**config.mk**
```make
export PLATFORM = sky130hd
export DESIGN_NAME = sensor_scan
export DESIGN_NICKNAME = d
export VERILOG_FILES = /design/src/rtl/sensor_scan.sv
export SDC_FILE = /design/constraint.sdc
export NUM_CORES = 1
export LEC_CHECK = 0
export BUFFER_PORTS_ARGS = -buffer_cell sky130_fd_sc_hd__buf_2
export CAP_MARGIN = 20
export CELL_PAD_IN_SITES_DETAIL_PLACEMENT = 1
export CELL_PAD_IN_SITES_GLOBAL_PLACEMENT = 1
export CORE_MARGIN = 2
export CORE_UTILIZATION = 41
export CTS_CLUSTER_SIZE = 24
export DETAILED_ROUTE_END_ITERATION = 8
export GPL_TIMING_DRIVEN = 1
export MAX_ROUTING_LAYER = met4
export PLACE_DENSITY = 0.83
export SETUP_SLACK_MARGIN = 0.05
export SYNTH_ARGS = -nofsm -noshare
export SYNTH_HDL_FRONTEND = slang
export SYNTH_SLANG_ARGS = --single-unit
```
**constraint.sdc**
```tcl
create_clock -name clk -period 1.8 [get_ports clk]
set_input_delay 0.36 -clock clk [delete_from_list [all_inputs] [get_ports clk]]
set_output_delay 0.36 -clock clk [all_outputs]
set_load 0.02 [all_outputs]
```
**src/rtl/sensor_scan.sv**
```systemverilog
// sensor_scan: time-multiplexed sensor front end.
// Steps the external mux select through four sensors, lets the line settle,
// debounces each reading (with a fail-safe timeout) and publishes the four
// results atomically with a one-cycle valid strobe.
// Optional feature macro: SENSOR_ERROR_EN (registered error decode of the
// published vector); when undefined the error port is tied low.
module sensor_scan #(
    parameter int SETTLE_CYCLES  = 4,
    parameter int DEBOUNCE_COUNT = 3,
    parameter int TIMEOUT_CYCLES = 16
) (
    input  logic       clk,
    input  logic       rst,
    input  logic       scan_start,
    input  logic       sense_in,
    output logic [1:0] sel,
    output logic [3:0] sensors,
    output logic       sensors_valid,
    output logic       busy,
    output logic       timeout_flag,
    output logic       error
);

    localparam int TW = $clog2(TIMEOUT_CYCLES + 1);

    localparam logic [1:0] S_IDLE   = 2'd0;
    localparam logic [1:0] S_SETTLE = 2'd1;
    localparam logic [1:0] S_SAMPLE = 2'd2;
    localparam logic [1:0] S_DONE   = 2'd3;

    localparam logic [3:0]    SETTLE_LAST = 4'(SETTLE_CYCLES - 1);
    localparam logic [3:0]    DEB_TARGET  = 4'(DEBOUNCE_COUNT);
    localparam logic [TW-1:0] TMO_LAST    = TW'(TIMEOUT_CYCLES - 1);

    logic [1:0]    state_q,   state_d;
    logic [1:0]    idx_q,     idx_d;
    logic [3:0]    settle_q,  settle_d;
    logic [3:0]    match_q,   match_d;
    logic          cand_q,    cand_d;
    logic [TW-1:0] samp_q,    samp_d;
    logic [3:0]    shadow_q,  shadow_d;
    logic [3:0]    sensors_q, sensors_d;
    logic          tmo_q,     tmo_d;
    logic          valid_q;
    logic          busy_q;
    logic          accept_s;
    logic          expire_s;

    // Next-state logic: scan sequencing, debounce and fail-safe timeout
    always_comb begin
        state_d   = state_q;
        idx_d     = idx_q;
        settle_d  = settle_q;
        match_d   = match_q;
        cand_d    = cand_q;
        samp_d    = samp_q;
        shadow_d  = shadow_q;
        sensors_d = sensors_q;
        tmo_d     = tmo_q;
        accept_s  = 1'b0;
        expire_s  = 1'b0;
        case (state_q)
            S_IDLE: begin
                if (scan_start) begin
                    state_d  = S_SETTLE;
                    idx_d    = 2'd0;
                    settle_d = 4'd0;
                    match_d  = 4'd0;
                    samp_d   = '0;
                    shadow_d = 4'd0;
                    tmo_d    = 1'b0;
                end else begin
                    state_d = S_IDLE;
                end
            end
            S_SETTLE: begin
                if (settle_q == SETTLE_LAST) begin
                    state_d  = S_SAMPLE;
                    settle_d = 4'd0;
                    match_d  = 4'd0;
                    samp_d   = '0;
                end else begin
                    settle_d = settle_q + 4'd1;
                end
            end
            S_SAMPLE: begin
                // A fresh or differing sample restarts the run of equal samples
                if ((match_q == 4'd0) || (sense_in != cand_q)) begin
                    cand_d  = sense_in;
                    match_d = 4'd1;
                end else begin
                    match_d = match_q + 4'd1;
                end
                accept_s = (match_d == DEB_TARGET);
                expire_s = !accept_s && (samp_q == TMO_LAST);
                if (accept_s || expire_s) begin
                    // Timed-out sensors report active so downstream fails safe
                    shadow_d[idx_q] = accept_s ? cand_d : 1'b1;
                    tmo_d           = tmo_q | expire_s;
                    samp_d          = '0;
                    if (idx_q == 2'd3) begin
                        state_d   = S_DONE;
                        sensors_d = shadow_d;
                    end else begin
                        state_d  = S_SETTLE;
                        idx_d    = idx_q + 2'd1;
                        settle_d = 4'd0;
                    end
                end else begin
                    samp_d = samp_q + TW'(1);
                end
            end
            S_DONE: begin
                state_d = S_IDLE;
            end
            default: begin
                state_d = S_IDLE;
            end
        endcase
    end

    // State, counters, shadow and published outputs
    always_ff @(posedge clk or posedge rst) begin
        if (rst) begin
            state_q   <= S_IDLE;
            idx_q     <= 2'd0;
            settle_q  <= 4'd0;
            match_q   <= 4'd0;
            cand_q    <= 1'b0;
            samp_q    <= '0;
            shadow_q  <= 4'd0;
            sensors_q <= 4'd0;
            tmo_q     <= 1'b0;
            valid_q   <= 1'b0;
            busy_q    <= 1'b0;
        end else begin
            state_q   <= state_d;
            idx_q     <= idx_d;
            settle_q  <= settle_d;
            match_q   <= match_d;
            cand_q    <= cand_d;
            samp_q    <= samp_d;
            shadow_q  <= shadow_d;
            sensors_q <= sensors_d;
            tmo_q     <= tmo_d;
            valid_q   <= (state_d == S_DONE);
            busy_q    <= (state_d != S_IDLE);
        end
    end

    assign sel           = idx_q;
    assign sensors       = sensors_q;
    assign sensors_valid = valid_q;
    assign busy          = busy_q;
    assign timeout_flag  = tmo_q;

`ifdef SENSOR_ERROR_EN
    function automatic logic err_decode(input logic [3:0] v);
        return v[0] | (v[1] & (v[3] | v[2]));
    endfunction

    logic error_q;

    // Error decode loaded together with the published vector
    always_ff @(posedge clk or posedge rst) begin
        if (rst) begin
            error_q <= 1'b0;
        end else if (state_d == S_DONE) begin
            error_q <= err_decode(sensors_d);
        end else begin
            error_q <= error_q;
        end
    end

    assign error = error_q;
`else
    assign error = 1'b0;
`endif

endmodule

```
==> results of run 1 <==
logic make-up after synthesis:
| family | count (synthesis) |
|---|---|
| xor gates and xnor gates | 2 |
| other | 1 |
| and+or+nand+nor | 47 |
| muxes | 8 |
| DFF | 28 |
| buffers and inverters | 16 |
| adders and majority gates | 9 |
| AOI/OAI and AO/OA | 37 |
flip-flops by register name, summed over array words and instances (netlist names):
register,count
sel,2
busy,1
match_q,4
timeout_flag,1
cand_q,1
settle_q,4
shadow_q,3
samp_q,5
state_q,2
sensors,4
sensors_valid,1
through the flow:
stage	power [mW]	hold WS (ps)	setup TNS (ps)	cells	area [um^2]
after floorplan	1.35	425	0	148	1610
after global placement	1.57	441	-1160	230	1890
after detailed placement	1.63	451	-2520	230	1890
after CTS	2.13	141	-829	245	2120
after global routing	2.34	169	-3440	249	2190
final	2.19	136	-2320	249	2190
tightest hold or removal path: cells and delay by family:
kind / cells / cell delay [ps]
buf+inv: 3 / 460
cells in the mapped netlist, types with 4 or more instances:
library cell	instances	area, um^2
a21oi_1	4	20.0
dfrtp_1	28	701
ha_1	9	113
inv_1	11	41.3
mux2_2	4	45.0
nand2_1	15	56.3
nand3_1	4	20.0
nor2_1	4	15.0
o211ai_1	5	37.5
o21ai_0	7	35.0
o31ai_1	4	30.0
cell type report:
cell class / count / area share [%]
multi-input combinational: 106 / 43.7
sequential: 28 / 32.1
timing repair buffer: 52 / 17.5
tap: 48 / 2.74
clock buffer: 4 / 2.06
inverter: 11 / 1.89
what timing repair did:
action	4_1_cts	5_1_grt
pin swaps	11	4
setup endpoints to repair	23	24
resized for setup	18	12
buffers inserted	9	4
cloned	2	0
worst min-delay path by stage:
stage	startpoint	endpoint	slack (ps)	depth (start not counted)
after floorplan	rst	busy	430	1
after global placement	rst	samp_q[0]	440	3
after detailed placement	rst	state_q[1]	450	3
after CTS	rst	state_q[1]	140	3
after global routing	rst	state_q[1]	170	3
final	rst	state_q[1]	140	3
metal layers:
layer,up-vias,routed length [um],track usage (%)
met3,8,98,2.73
met1,697,1860,26.2
li1,645,-,-
met2,24,2440,40.0
met4,0,61,5.61
met5,-,0,-
power by group through the flow:
stage                     logic (mW)  registers (mW)  clock network [mW]
after CTS                      0.953           0.813               0.366
after global routing            1.14           0.831               0.375
after global placement         0.756           0.812                   0
after detailed placement       0.807           0.825                   0
after floorplan                0.509           0.842                   0
final                           1.03           0.816               0.346
==> key figures, run 1 <==
Routing
  • ANT nets after route: 0
  • First-pass detailed-route iteration total: 4
  • Number of remaining DRC errors: 0
  • 1st-iter DRT viols: 42
  • Avg WL per Cell: 17.9 um
  • Drt total wl: 4470 um
  • Vias per inst: 5.52
  • Routed vias: 1374

Finish
  • Nets: 215
  • Fillers: 408
  • Commonest non-fill, non-tap cell in the layout: buf_4
  • Multi-input gate area: 957 um^2
  • Fin util: 59.8%
  • Area grow syn2layout: 39.1%
  • Ant. Diodes: 0
  • FF+latch area: 702 um^2
  • Share of cells above drive strength 1: 48.3%
  • Most frequent cells in the layout: buf_4 (34), dfrtp_1 (27), nand2_1 (14)

Status
  • Status: complete, but fails checks
  • Failing checks: negative setup slack

Placement
  • Setup WS pre-CTS: -200 ps
  • GPL Wtd Cong: 0.842
  • Buffers on Ports: 12
  • Final HPWL DP: 2840 um

Global route
  • Largest net degree at the start of global routing: 29
  • Vias in the first global route: 1475
  • Initial antenna violation count: 0
  • First-pass GRT wire length: 7220 um
  • Total GRT Usage: 22.2%
  • Total gr overflow: 0

Logic synthesis
  • Synth Net Count: 161
  • Largest family of logic cells by synthesized area: compound AO/OA/AOI/OAI gates
  • Simple-gate share of the synthesized area: 16.9%
  • Post-Syn Instances: 148
  • Multiplexer share of the synthesized area: 6.36%
  • FF+latch count, synth: 28
  • Mapped Area: 1570 um^2
  • EDFF count, synth: 0
  • Netlist cell types: 43
  • Complex-gate fraction of the synthesized area: 18.7%
  • Asr flop ratio synth: 100%
  • Post-synthesis sequential area ratio: 44.6%
  • Xor/xnor share of the synthesized area: 1.11%
  • Top_reg_cell synth: dfrtp_1
  • Fraction of the mapped netlist area in adder cells: 7.16%
  • Yosys warns: 0
  • Syn_area_per_cell: 10.6 um^2

Worst setup path
  • Startpoint Class: flip-flop
  • CP startpoint: match_q[1]
  • Flop-to-flop setup slack: -180 ps
  • Crit path required time: 1960 ps
  • CP most frequent cell: buf_4
  • WP buf/inv: 3
  • CP Capture Type: flip-flop
  • Worst path depth: 8
  • Crit path to: samp_q[2]
  • Worst-path fanout max: 5
  • Reg2Reg Launch Point: match_q[1]
  • Critical path data arrival time: 2140 ps
  • Crit Path Class: flip-flop to flip-flop
  • R2R depth: 8
  • Cell family with most CP delay: compound AO/OA/AOI/OAI gates
  • Reg2Reg Capture Point: samp_q[2]
  • Crit path cell chain: inv_2 > ha_4 > nor3b_4 > buf_4 > a41oi_4 > buf_4 > a32oi_2 > o41ai_2
  • Slowest CP cell: dfrtp_1
  • Max incr delay on CP: 420 ps

Timing
  • Worst Tran Pin Value: 586 ps
  • Unrepaired setup endpoints after global routing: true
  • Max-slew headroom: 60.6%
  • Period utilization: 110%
  • # setup viols final: 20
  • Max Fclk: 0.505 GHz
  • Final hold violation count: 0
  • Setup Skew: 7.77 ps
  • Count of pins over their slew limit: 0
  • Min Tclk post-route: 1980 ps
  • Final setup slack of the worst path: -180 ps

Clock network
  • CTS Buf Count: 3
  • Clk buf depth: 2
  • Clock-pin slew on the worst setup and hold paths: 90 ps
  • CTS Hold Buffers Added: 0
  • CTS Root Cell: clkbuf_8
  • Clock sinks: 28
  • CTS tree: yes
  • Max H-tree Level: 1
  • Clock latency on the worst-skew pair: 270 ps

Floorplanning
  • FP Rows: 22
  • DIE HEIGHT: 65.9 um
  • Ports: 14
  • Die area: 4350 um^2
  • Chip width: 65.9 um
  • Core box area: 3660 um^2
  • Initial core utilization: 43.0%

Power
  • Clock power share: 15.8%
  • Cell-internal power: 1.38 mW
  • Pleak: 0.990 nW
  • Combinational Power Share: 47.0%
  • Pwr Density: 1000 nW/um^2
  • Sequential Power Share: 37.2%
  • Sw Share: 37.0%
  • Peak supply drop: 0.610 mV
  • Psw: 0.812 mW

Min path
  • Hold crit path type: input port to asynchronous set/reset pin

Flow run
  • Max-cap viol count: 0
(Power assumes the default switching activity.)
==> run 2: changes to the inputs <==
- CORE_MARGIN: 2 -> default
==> key figures, run 2 (synthesis gave the netlist of run 1 again) <==
Routing
  • ANT nets after route: 0
  • Avg WL per Cell: 23.1 um
  • Routed vias: 1464
  • 1st-iter DRT viols: 68
  • Drt total wl: 5750 um
  • Vias per inst: 5.88
  • First-pass detailed-route iteration total: 4
  • Number of remaining DRC errors: 0

Floorplanning
  • Die area: 4090 um^2
  • Ports: 14
  • Initial core utilization: 43.0%
  • Core box area: 3660 um^2
  • FP Rows: 22
  • Chip width: 63.9 um
  • DIE HEIGHT: 63.9 um

Worst setup path
  • R2R depth: 7
  • Critical path data arrival time: 2150 ps
  • Reg2Reg Capture Point: shadow_q[1]
  • Reg2Reg Launch Point: match_q[1]
  • CP startpoint: match_q[1]
  • Worst-path fanout max: 6
  • Startpoint Class: flip-flop
  • Crit Path Class: flip-flop to flip-flop
  • Crit path required time: 1980 ps
  • Flop-to-flop setup slack: -170 ps
  • Crit path to: shadow_q[1]
  • CP Capture Type: flip-flop

Global route
  • Largest net degree at the start of global routing: 29
  • Vias in the first global route: 1597
  • First-pass GRT wire length: 8280 um
  • Initial antenna violation count: 0
  • Total GRT Usage: 27.8%
  • Total gr overflow: 0

Timing
  • Count of pins over their slew limit: 0
  • Hold Slack: 84.3 ps
  • Period utilization: 109%
  • Setup tns final: -1930 ps
  • Max-slew headroom: 50.7%
  • Unrepaired setup endpoints after global routing: true
  • Final hold violation count: 0
  • Min Tclk post-route: 1970 ps
  • Final setup slack of the worst path: -170 ps
  • Max Fclk: 0.508 GHz
  • Worst Tran Pin Value: 734 ps
  • # setup viols final: 23
  • Setup Skew: 3.86 ps

Placement
  • GPL Wtd Cong: 0.848
  • Buffers on Ports: 12
  • Setup WS pre-CTS: -206 ps
  • Final HPWL DP: 2890 um
  • Placed cell count: 231

Power
  • Pleak: 0.992 nW
  • Peak supply drop: 0.643 mV
  • Pwr Density: 1050 nW/um^2

Finish
  • Commonest non-fill, non-tap cell in the layout: buf_4
  • Largest register FFs: 5
  • Nets: 215
  • Area grow syn2layout: 42.6%
  • Fillers: 388
  • Most frequent cells in the layout: buf_4 (34), dfrtp_1 (27), nand2_1 (15)
  • Post-Layout Cell Count: 249
  • Top reg by flops: samp_q
  • Share of cells above drive strength 1: 50.7%
  • Ant. Diodes: 0

Clock network
  • Clock latency on the worst-skew pair: 280 ps
  • CTS Root Cell: clkbuf_8
  • Clk buf depth: 2
  • Max H-tree Level: 1
  • Clock sinks: 28
  • CTS tree: yes
  • CTS Hold Buffers Added: 0
  • CTS Buf Count: 3
  • Clock-pin slew on the worst setup and hold paths: 100 ps

Min path
  • Hold crit path type: input port to asynchronous set/reset pin

Status
  • Status: complete, but fails checks
  • Failing checks: negative setup slack

Flow run
  • Max-cap viol count: 0
run 2: cell counts in the layout (fill, tap and decap cells not counted):
No cell type changed its count.
run 2: cell type report:
cell class,instances,area [um^2],area share [%]
clock buffer,4,55.1,2.45
sequential,28,702,31.3
inverter,11,41.3,1.84
tap,48,60.1,2.68
timing repair buffer,52,392,17.5
multi-input combinational,106,993,44.3
run 2: how the worst min path moves through the flow:
stage,startpoint,to,cells after the start
6_report,rst,settle_q[0],3
5_1_grt,rst,busy,3
4_1_cts,rst,settle_q[1],3
3_5_place_dp,rst,busy,3
3_3_place_gp,rst,busy,3
2_1_floorplan,rst,busy,1
run 2: power breakdown:
part	internal, mW	switching, mW
combinational	0.515	0.598
clock	0.197	0.210
sequential	0.732	0.113
total	1.44	0.921
run 2: critical path: stages (launching register included):
cell	delay, ps
dfrtp_1	410
inv_2	60
ha_4	270
nor3b_4	280
buf_4	190
a41oi_4	170
buf_4	190
o31ai_2	290
run 2: per-stage QoR:
step	util [%]	area (um^2)	power (mW)
detailed placement	52.3	1910	1.65
floorplan	-	1610	1.35
finish	61.3	2240	2.37
global route	61.3	2240	2.49
CTS	58.9	2160	2.23
global placement	52.3	1910	1.58
run 2: per-layer routing:
| metal | global-route usage [%] | vias to the layer above | share of wire [%] |
|---|---|---|---|
| li1 | - | 645 | - |
| met1 | 30.9 | 732 | 39 |
| met2 | 47.7 | 60 | 51 |
| met3 | 4.82 | 27 | 4.0 |
| met4 | 13.6 | 0 | 5.3 |
| met5 | - | - | 0 |
run 2: repair_timing:
action                     in CTS  in global routing
cloned                          2                  0
setup buffers                  10                  3
setup endpoints to repair      24                 25
pin swaps                      15                  3
resized for setup              22                 12
==> run 3: changes to the inputs <==
- CELL_PAD_IN_SITES_GLOBAL_PLACEMENT: 1 -> 2
- CORE_UTILIZATION: 41 -> 34
==> key figures, run 3 (synthesis gave the netlist of run 1 again) <==
Placement
  • Placed cell area: 1870 um^2
  • Final HPWL DP: 2830 um
  • GPL Wtd Cong: 0.807
  • Buffers on Ports: 12
  • Setup WS pre-CTS: -136 ps
  • Placed cell count: 230

Power
  • Peak supply drop: 0.695 mV
  • Cell-internal power: 1.52 mW
  • Clock power share: 21.7%
  • Psw: 0.839 mW
  • Sequential Power Share: 35.5%
  • Power Total: 2.36 mW
  • Pleak: 0.941 nW
  • Pwr Density: 1130 nW/um^2
  • Combinational Power Share: 42.8%
  • Sw Share: 35.6%

Worst setup path
  • Worst-path fanout max: 4
  • WP buf/inv: 2
  • CP most frequent cell: buf_4
  • Cell family with most CP delay: multiplexers
  • CP Capture Type: flip-flop
  • Critical path data arrival time: 2090 ps
  • Crit Path Class: flip-flop to flip-flop
  • Crit path to: sensors[1]
  • Crit path required time: 1970 ps
  • Worst path depth: 6
  • Reg2Reg Launch Point: match_q[0]
  • R2R depth: 6
  • Crit path cell chain: buf_4 > buf_4 > nor4b_4 > nand4_1 > mux2_2 > mux2_4
  • Slowest CP cell: dfrtp_2
  • Flop-to-flop setup slack: -120 ps
  • Reg2Reg Capture Point: sensors[1]
  • Startpoint Class: flip-flop
  • CP startpoint: match_q[0]
  • Max incr delay on CP: 430 ps

Floorplanning
  • Core box area: 4410 um^2
  • Die area: 4900 um^2
  • FP Rows: 24
  • Initial core utilization: 35.6%
  • DIE HEIGHT: 70.0 um
  • Chip width: 70.0 um
  • Ports: 14

Global route
  • Vias in the first global route: 1429
  • Total gr overflow: 0
  • First-pass GRT wire length: 6760 um
  • Initial antenna violation count: 0
  • Total GRT Usage: 17.8%
  • Largest net degree at the start of global routing: 29

Finish
  • Area grow syn2layout: 32.9%
  • Top reg by flops: samp_q
  • Commonest non-fill, non-tap cell in the layout: dfrtp_1
  • Post-Layout Cell Count: 239
  • Fin area: 2090 um^2
  • Share of cells above drive strength 1: 42.2%
  • Ant. Diodes: 0
  • Most frequent cells in the layout: dfrtp_1 (27), buf_4 (25), nand2_1 (15)
  • Fillers: 492
  • Multi-input gate area: 928 um^2
  • Nets: 201
  • FF+latch area: 702 um^2
  • Largest register FFs: 5

Timing
  • # setup viols final: 13
  • Setup Skew: 1.11 ps
  • Max-slew headroom: 59.0%
  • Worst Tran Pin Value: 610 ps
  • Period utilization: 107%
  • Max Fclk: 0.521 GHz
  • Unrepaired setup endpoints after global routing: true
  • Count of pins over their slew limit: 0
  • Min Tclk post-route: 1920 ps
  • Final hold violation count: 0
  • Final setup slack of the worst path: -120 ps
  • Setup tns final: -621 ps

Clock network
  • CTS Hold Buffers Added: 0
  • Clk buf depth: 2
  • CTS Buf Count: 3
  • CTS tree: yes
  • Max H-tree Level: 1
  • Clock-pin slew on the worst setup and hold paths: 100 ps
  • Clock sinks: 28
  • Clock latency on the worst-skew pair: 280 ps
  • CTS Root Cell: clkbuf_8

Routing
  • Routed vias: 1305
  • 1st-iter DRT viols: 53
  • Vias per inst: 5.46
  • Drt total wl: 4190 um
  • First-pass detailed-route iteration total: 4
  • Avg WL per Cell: 17.5 um
  • ANT nets after route: 0
  • Number of remaining DRC errors: 0

Flow run
  • Max-cap viol count: 0

Min path
  • Hold crit path type: input port to asynchronous set/reset pin

Status
  • Failing checks: negative setup slack
  • Status: complete, but fails checks
-- run 3: cell types whose count changed in the layout (fill, tap and decap cells not counted), moves of 2 or more --
cell	before	now
buf_4	34	25
buf_6	5	0
ha_1	5	7
nor2_1	2	4
nor2_2	2	0
o21ai_0	4	2
o21ai_2	0	2
o31ai_1	1	4
o31ai_2	3	0
-- run 3: worst min path at each step --
stage | to | start | slack (ps)
global placement | samp_q[0] | rst | 440
floorplan | busy | rst | 430
detailed placement | samp_q[0] | rst | 450
global route | samp_q[4] | rst | 160
CTS | sel[1] | rst | 140
finish | samp_q[0] | rst | 120
-- run 3: area by class of cell --
type                    instances  share of cell area [%]
flip-flops and latches         28                    33.6
well taps                      52                    3.11
clock buffers                   3                    1.97
clock inverters                 1                    1.44
inverters                      11                    1.97
multi-input cells             105                    44.4
repair buffers                 39                    13.5
-- run 3: worst min-delay path, stage by stage --
cell and delay (ps):
buf_2 90, inv_1 40, buf_4 330
-- run 3: timing repair --
action	in CTS	in global routing
resized for setup	13	11
buffers inserted	4	1
gates cloned	0	1
setup endpoints to repair	23	24
pin swaps	9	15
-- run 3: power groups by stage --
stage / clock (mW) / sequential [mW] / combinational, mW
floorplan: 0 / 0.842 / 0.509
global placement: 0 / 0.827 / 0.760
detailed placement: 0 / 0.841 / 0.814
CTS: 0.523 / 0.828 / 0.872
global route: 0.542 / 0.851 / 1.09
finish: 0.511 / 0.837 / 1.01
-- run 3: per-layer routing --
metal	routed length (um)	share of wire [%]	vias up	GRT usage (%)
li1	-	-	612	-
met1	1810	43	677	19.7
met2	2280	54	12	33.0
met3	65	1.6	4	3.46
met4	42	1.0	0	4.00
met5	0	0	-	-
-- run 3: metrics by stage --
step           util [%]  hold WS, ps
2_1_floorplan         -          425
3_3_place_gp       42.3          444
3_5_place_dp       42.3          452
4_1_cts            45.5          137
5_1_grt            47.4          159
6_report           47.4          125
